==> src/rtl/if_id_stage_pkg.sv <==
// ---------------------------------------------------------------------------
// if_id_stage_pkg
// Shared pipeline definitions for the IF/ID stage: the canonical NOP word,
// the IF/ID control state encoding, the opcodes the front end cares about,
// and a saturating increment used by the performance counters.
// ---------------------------------------------------------------------------
package if_id_stage_pkg;

    // addi x0, x0, 0
    localparam logic [31:0] NOP_INSTR  = 32'h0000_0013;

    localparam logic [6:0]  OPC_LOAD   = 7'b0000011;
    localparam logic [6:0]  OPC_BRANCH = 7'b1100011;

    typedef enum logic [1:0] {
        RUN   = 2'd0,
        STALL = 2'd1,
        FLUSH = 2'd2
    } pipe_state_e;

    // Counters stick at all-ones instead of wrapping back to zero.
    function automatic logic [31:0] sat_inc(input logic [31:0] value);
        return (value == 32'hFFFF_FFFF) ? value : value + 32'd1;
    endfunction

endpackage

==> src/rtl/hazard_detect.sv <==
// ---------------------------------------------------------------------------
// hazard_detect
// Combinational load-use comparator. Flags a hazard when the instruction in
// ID reads a register that a load currently in EX is about to write.
//   rs1, rs2       : source registers of the instruction in IF/ID
//   id_ex_rd       : destination register held in ID/EX
//   id_ex_memread  : ID/EX holds a load
//   valid          : IF/ID holds a real instruction
//   hazard         : stall required this cycle
// ---------------------------------------------------------------------------
module hazard_detect (
    input  logic [4:0] rs1,
    input  logic [4:0] rs2,
    input  logic [4:0] id_ex_rd,
    input  logic       id_ex_memread,
    input  logic       valid,
    output logic       hazard
);

    // x0 is never written, so a load targeting it cannot create a dependency.
    assign hazard = valid && id_ex_memread && (id_ex_rd != 5'd0) &&
                    ((id_ex_rd == rs1) || (id_ex_rd == rs2));

endmodule

==> src/rtl/if_id_stage.sv <==
// ---------------------------------------------------------------------------
// if_id_stage
// IF/ID pipeline register with load-use stall and branch flush control.
//   clk, reset         : clock, synchronous active-high reset
//   pc_in, instr_in    : fetched PC and instruction
//   id_ex_memread/rd   : load status of the instruction in ID/EX
//   branch_taken       : branch resolved taken this cycle
//   pc_out, instr_out  : registered IF/ID contents, valid_out qualifies them
//   rs1/rs2/rd/opcode/func : fields decoded from instr_out
//   pc_write           : PC register enable (combinational)
//   bubble             : zero the control going into ID/EX (combinational)
//   stall_cnt/flush_cnt: saturating performance counters
//
// state | meaning
// ------+-------------------------------------------------------------
// RUN   | normal fetch; IF/ID loads every cycle
// STALL | previous cycle held IF/ID for a load-use hazard (one cycle)
// FLUSH | previous cycle squashed IF/ID to NOP for a taken branch
// ---------------------------------------------------------------------------
module if_id_stage
    import if_id_stage_pkg::*;
(
    input  logic        clk,
    input  logic        reset,
    input  logic [63:0] pc_in,
    input  logic [31:0] instr_in,
    input  logic        id_ex_memread,
    input  logic [4:0]  id_ex_rd,
    input  logic        branch_taken,
    output logic [63:0] pc_out,
    output logic [31:0] instr_out,
    output logic        valid_out,
    output logic [4:0]  rs1,
    output logic [4:0]  rs2,
    output logic [4:0]  rd,
    output logic [6:0]  opcode,
    output logic [3:0]  func,
    output logic        pc_write,
    output logic        bubble,
    output logic [31:0] stall_cnt,
    output logic [31:0] flush_cnt
);

    pipe_state_e state;
    logic        hazard;

    assign rs1    = instr_out[19:15];
    assign rs2    = instr_out[24:20];
    assign rd     = instr_out[11:7];
    assign opcode = instr_out[6:0];
    assign func   = {instr_out[30], instr_out[14:12]};

    hazard_detect u_hazard_detect (
        .rs1           (rs1),
        .rs2           (rs2),
        .id_ex_rd      (id_ex_rd),
        .id_ex_memread (id_ex_memread),
        .valid         (valid_out),
        .hazard        (hazard)
    );

    // A taken branch wins over a stall: the stalled instruction is on the
    // wrong path anyway, so the PC must move to the branch target.
    assign pc_write = reset || branch_taken || !hazard;
    assign bubble   = reset || branch_taken || hazard;

    // STALL and FLUSH differ from RUN only in history; every state reacts to
    // branch_taken and hazard the same way, so one cycle in either returns
    // to RUN unless a new event arrives.
    always_ff @(posedge clk) begin
        if (reset) begin
            pc_out    <= 64'd0;
            instr_out <= NOP_INSTR;
            valid_out <= 1'b0;
            state     <= RUN;
            stall_cnt <= 32'd0;
            flush_cnt <= 32'd0;
        end else if (branch_taken) begin
            instr_out <= NOP_INSTR;
            valid_out <= 1'b0;
            state     <= FLUSH;
            flush_cnt <= sat_inc(flush_cnt);
        end else if (hazard) begin
            state     <= STALL;
            stall_cnt <= sat_inc(stall_cnt);
        end else begin
            pc_out    <= pc_in;
            instr_out <= instr_in;
            valid_out <= 1'b1;
            state     <= RUN;
        end
    end

endmodule
==> config.mk <==
export PLATFORM = sky130hd
export DESIGN_NAME = if_id_stage
export DESIGN_NICKNAME = d
export VERILOG_FILES = /design/src/rtl/if_id_stage_pkg.sv /design/src/rtl/hazard_detect.sv /design/src/rtl/if_id_stage.sv
export SDC_FILE = /design/constraint.sdc
export NUM_CORES = 1
export LEC_CHECK = 0
export ABC_AREA = 1
export BUFFER_PORTS_ARGS = -buffer_cell sky130_fd_sc_hd__buf_4
export CAP_MARGIN = 20
export CORE_ASPECT_RATIO = 1.75
export CORE_MARGIN = 2
export CORE_UTILIZATION = 45
export CTS_CLUSTER_DIAMETER = 80
export DETAILED_ROUTE_END_ITERATION = 12
export HOLD_SLACK_MARGIN = 0.03
export PLACE_DENSITY_LB_ADDON = 0.15
export SLEW_MARGIN = 20
export SYNTH_ARGS = -nofsm -noshare
export SYNTH_HDL_FRONTEND = slang
export SYNTH_SLANG_ARGS = --single-unit
==> constraint.sdc <==
create_clock -name clk -period 3.1 [get_ports clk]
set_input_delay 0.465 -clock clk [delete_from_list [all_inputs] [get_ports clk]]
set_output_delay 0.465 -clock clk [all_outputs]
set_load 0.01 [all_outputs]
# --- Word-level counts from Yosys, hierarchy flattened ---
# Cells that the tools add are included.
op_classes:
  n_eq_ne: 4
  n_addsub: 2
  bitwise_logic: 4
  reduce_logical: 13
ops:
  columns: ["operator", "count"]
  rows:
  - ["$add A32 B1 Y32 const B", 2]
  - ["$eq A32 B32 Y1 const B", 2]
  - ["$eq A5 B5 Y1", 2]
  - ["$reduce_bool A5 Y1", 1]
  - ["$logic_or A1 B1 Y1", 4]
  - ["$not A1 Y1", 4]
  - ["$reduce_and A2 Y1", 2]
  - ["$logic_and A1 B1 Y1", 3]
  - ["$reduce_and A3 Y1", 1]
  - ["$reduce_or A2 Y1", 1]
  - ["$logic_not A1 Y1", 1]
word_totals:
  output_inout_bits: 189
  inputBits: 105
  ff_bits: 161

# --- Longest topological paths before layout ---
logic_depth:
  ltp_word: 5
  mapped_depth: 12
  mapped_depth_nobuf: 12

# --- Cells and area by module ---
# A second synthesis with hierarchy kept.
unflattened:
  cells_unflattened: 1074
  area_unflattened_um2: 7412.1
modules_own_cells:
  columns: ["module", "area_each_um2", "seq_area_each_um2", "cells_per_inst", "instances"]
  rows:
  - ["if_id_stage", 7209.4, 3223.1, 1029, 1]
  - ["hazard_detect", 202.7, 0.0, 45, 1]

# --- Worst setup path after synthesis ---
# No wires, ideal clock.
synth_timing:
  kind: "input -> output"
  from: "input port id_ex_rd[2]"
  to: "output port bubble"
  slack_ps: 1233
  path_stages: 11
  path_buffers: 1
  arrival_time_ps: 1402
  path_cell_list: "inv_1 -> nand2_1 -> nand2_1 -> nor2_1 -> nand3_1 -> nand2_2 -> nand2_4 -> inv_1 -> nor2_1 -> buf_2 -> inv_1"
synth_between:
  elab_chain_cells: 4
synth_rtl:
  columns: ["element", "line", "rtl"]
  rows:
  - ["start, declared", "if_id_stage.sv:28", "input logic [4:0] id_ex_rd,"]
  - ["$eq A5 B5 Y1 / $reduce_bool A5 Y1 (equally long branches)", "hazard_detect.sv:22, hazard_detect.sv:21", null]
  - ["$logic_or A1 B1 Y1 / $logic_and A1 B1 Y1 (equally long branches)", "hazard_detect.sv:22, hazard_detect.sv:21", null]
  - ["$logic_and A1 B1 Y1 (*)", "hazard_detect.sv:21", "assign hazard = valid && id_ex_memread && (id_ex_rd != 5'd0) &&"]
  - ["$logic_or A1 B1 Y1 (*)", "if_id_stage.sv:65", "assign bubble = reset || branch_taken || hazard;"]
  - ["end, declared", "if_id_stage.sv:39", "output logic bubble,"]
# Mark *: on every way between the ends. The rest lies on a longest branch, timed or not.

# --- Worst setup path in the final report ---
layout_timing:
  from: "register instr_out[24]"
  to: "output port pc_write"
layout_between:
  elab_chain_cells: 5
layout_rtl:
  columns: ["element", "line", "rtl"]
  rows:
  - ["start, declared", "if_id_stage.sv:31", "output logic [31:0] instr_out,"]
  - ["start signal, assigned", "if_id_stage.sv:88", "instr_out <= instr_in;"]
  - ["$eq A5 B5 Y1", "hazard_detect.sv:22", "((id_ex_rd == rs1) || (id_ex_rd == rs2));"]
  - ["$logic_or A1 B1 Y1", "hazard_detect.sv:22", null]
  - ["$logic_and A1 B1 Y1", "hazard_detect.sv:21", null]
  - ["$logic_not A1 Y1", "if_id_stage.sv:64", "assign pc_write = reset || branch_taken || !hazard;"]
  - ["$logic_or A1 B1 Y1", "if_id_stage.sv:64", null]
  - ["end, declared", "if_id_stage.sv:38", "output logic pc_write,"]
# Every way passes these cells.

==> qor.txt <==
final wirelength: 24,800 µm
Critical Path RT: 2630 ps
hold buffer count at cts: 0
Die Ht: 185 µm
measured slew at the worst slew-check pin: 700 ps
CP Capture Type: primary output
sequential share of the synthesized area: 38.2%
P per Cell Area: 442 nW/µm²
clock buffer depth: 2
Syn-to-layout area delta: 31.2%
Yosys top cell by area: dfxtp_1
Cell Area, Synth: 8430 µm²
layout cell share with drive strength beyond 1: 23.6%
Final Max Tran Viols: 0
I/O pin count: 294
final hold violation count: 0
initial antenna violation count: 0
Ys Warns: 0
Data arrival, critical path: 1970 ps
Cell Rows: 66
Slew HR: 53.0%
final setup fails: 0
post-layout min period: 2440 ps
Vias/cell: 4.95
Net Switching: 1.25 mW
Comb pwr share: 11.6%
initial core utilization: 45.6%
RSZ-0062 raised after global routing: no
Worst setup SP type: flip-flop
Synth Area in Adders: 0.297%
#FFs+latches synth: 161
GRT Total Usage: 24.5%
Nets: 1,624
Port Buf Inserts: 293
# Max-Cap Violations: 0
mux cell area share after synthesis: 0%
Worst VDD drop: 0.000295 V
total power: 4.89 mW
clock share of power: 43.3%
Max Clk Rate: 411 MHz
leakage dissipation: 5.16 nW
pin count of the biggest net entering global routing: 132
hpwl dp: 18,400 µm
Worst Hold Class: in -> reg
Core Footprint: 18,500 µm²
Mapped Cells: 1,283
Synth Area in Compound Gates: 6.10%
number of H-tree levels: 4
Synthesized Nets: 1,390
initial DRC count: 376
post-cts sizing count: 0
drt pass-1 iters: 6
wire per inst: 14.1 µm
TritonCTS clock tree: done
Worst-Skew Late Latency: 420 ps
Ant. Diodes: 0
setup TNS: 0 ps
Synth top area share: 38.2%
first-pass GRT wire length: 38,800 µm
CTS buffer count: 17
clock sink count: 161
Synth Area in XOR/XNOR: 3.64%
global route overflow: 0
Mapped Avg Cell Area: 6.57 µm²
Pint: 3.64 mW
Yosys cell types: 30
top cells by area, synth: dfxtp_1, nand2_1, nor2_1
clk slew on worst S/H paths: 70 ps
CP max FO: 7
period utilization: 78.6%
worst clock skew: 8.62 ps
switching portion of total power: 25.5%
Die Width: 107 µm
number of remaining DRC errors: 0
largest family of logic cells by synthesized area: simple AND/OR/NAND/NOR gates
vias in the first global route: 8,132
vias: 8,746
root buffer cell: clkbuf_16
synthesized-area fraction occupied by and/or/nand/nor cells: 41.6%
Post-DRT Antenna Nets: 0
outcome: finished, final reports clean
Post-CTS Setup Bufs: 0
total die area: 19,900 µm²
Setup CP Type: reg -> out
Seq pwr share: 45.1%
routability congestion estimate from global placement: 0.972
## cells in the mapped netlist
cell type    n
nand2_1    447
nand4_1     13
inv_1       80
nor2_4       3
buf_2       15
nand3_1     32
a21oi_1     89
o21ai_1      8
ha_1         2
nand3b_1    71
a21oi_2      1
buf_6       12
xnor2_1      7
dfxtp_1    161
nor2_1     215
nor3_4       2
nor2_2       6
clkbuf_1    28
nand2_2      6
o21ai_0      4
nand2_4      2
nor3_1      12
clkinv_1     1
nor3_2       1
xor2_1      28
nand3_2      1
inv_2        5
buf_1        3
and3_1       1
buf_4       27
## worst max-delay path, stage by stage, from the launching register on
cell and delay [ps]:
dfxtp_1 420, inv_1 80, nand2_1 60, nand2_1 60, nor2_1 120, nand3_1 100
nand2_2 170, nand2_4 100, nor2_2 110, inv_1 140, buf_4 180
## metal layers
layer	global-route usage (%)	part of all wire, %	vias up
li1	-	-	4441
met1	24.9	37	3948
met2	46.6	54	299
met3	6.30	6.7	58
met4	10.1	3.0	0
met5	0	0	-
## worst paths after layout
| path | cells after the start | to | slack (ps) | from |
|---|---|---|---|---|
| min reg2reg | 2 | instr_out[26] | 460 | instr_out[26] |
| min | 3 | instr_out[7] | 230 | instr_in[7] |
| max reg2reg | 10 | flush_cnt[22] | 910 | flush_cnt[0] |
| max | 10 | pc_write | 660 | instr_out[24] |
## layout by cell type, fill, tap and decap left out, types with 8 or more instances in the layout
master / netlist / final
nand3b_1: 71 / 71
nor2_1: 215 / 214
o21ai_1: 8 / 8
nor3_1: 12 / 12
nand4_1: 13 / 13
inv_1: 80 / 79
a21oi_1: 89 / 89
buf_4: 27 / 298
xor2_1: 28 / 28
clkbuf_16: 0 / 17
dfxtp_1: 161 / 161
nand2_1: 447 / 447
nand3_1: 32 / 32
## power groups by stage
stage | registers (mW) | logic (mW) | clock network (mW)
2_1_floorplan | 2.28 | 0.254 | 0
3_3_place_gp | 2.25 | 0.566 | 0
3_5_place_dp | 2.25 | 0.572 | 0
4_1_cts | 2.20 | 0.574 | 2.16
5_1_grt | 2.21 | 0.624 | 2.23
6_report | 2.20 | 0.566 | 2.12
## layout make-up
type	count	area (µm²)
Clock inverter	14	158
Tap cell	238	298
Timing Repair Buffer	300	2280
Multi-Input combinational cell	951	4360
Fill cell	1861	7430
Clock buffer	17	425
Sequential cell	161	3220
Inverter	86	324
## metrics by stage
| stage | hold WS [ps] | utilization [%] | area, µm² | instances | worst slack, ps |
|---|---|---|---|---|---|
| finish | 228 | 59.8 | 11100 | 1767 | 664 |
| global route | 211 | 59.8 | 11100 | 1767 | 489 |
| CTS | 209 | 59.8 | 11100 | 1767 | 617 |
| detailed placement | 443 | 56.7 | 10500 | 1736 | 914 |
| floorplan | 474 | - | 8430 | 1283 | 1230 |
| global placement | 438 | 56.7 | 10500 | 1736 | 970 |
## sequential cells by signal, indices dropped and copies added, names as in the netlist
register / count
pc_out: 64
flush_cnt: 32
valid_out: 1
instr_out: 32
stall_cnt: 32
## logic make-up after synthesis
family	after synthesis
adder cells (fa/ha/maj)	2
buffers and inverters	171
AO/OA/AOI/OAI	102
flip-flops	161
AND/OR/NAND/NOR	812
XOR/XNOR	35
No activity file was read; power rests on OpenSTA's default activity.
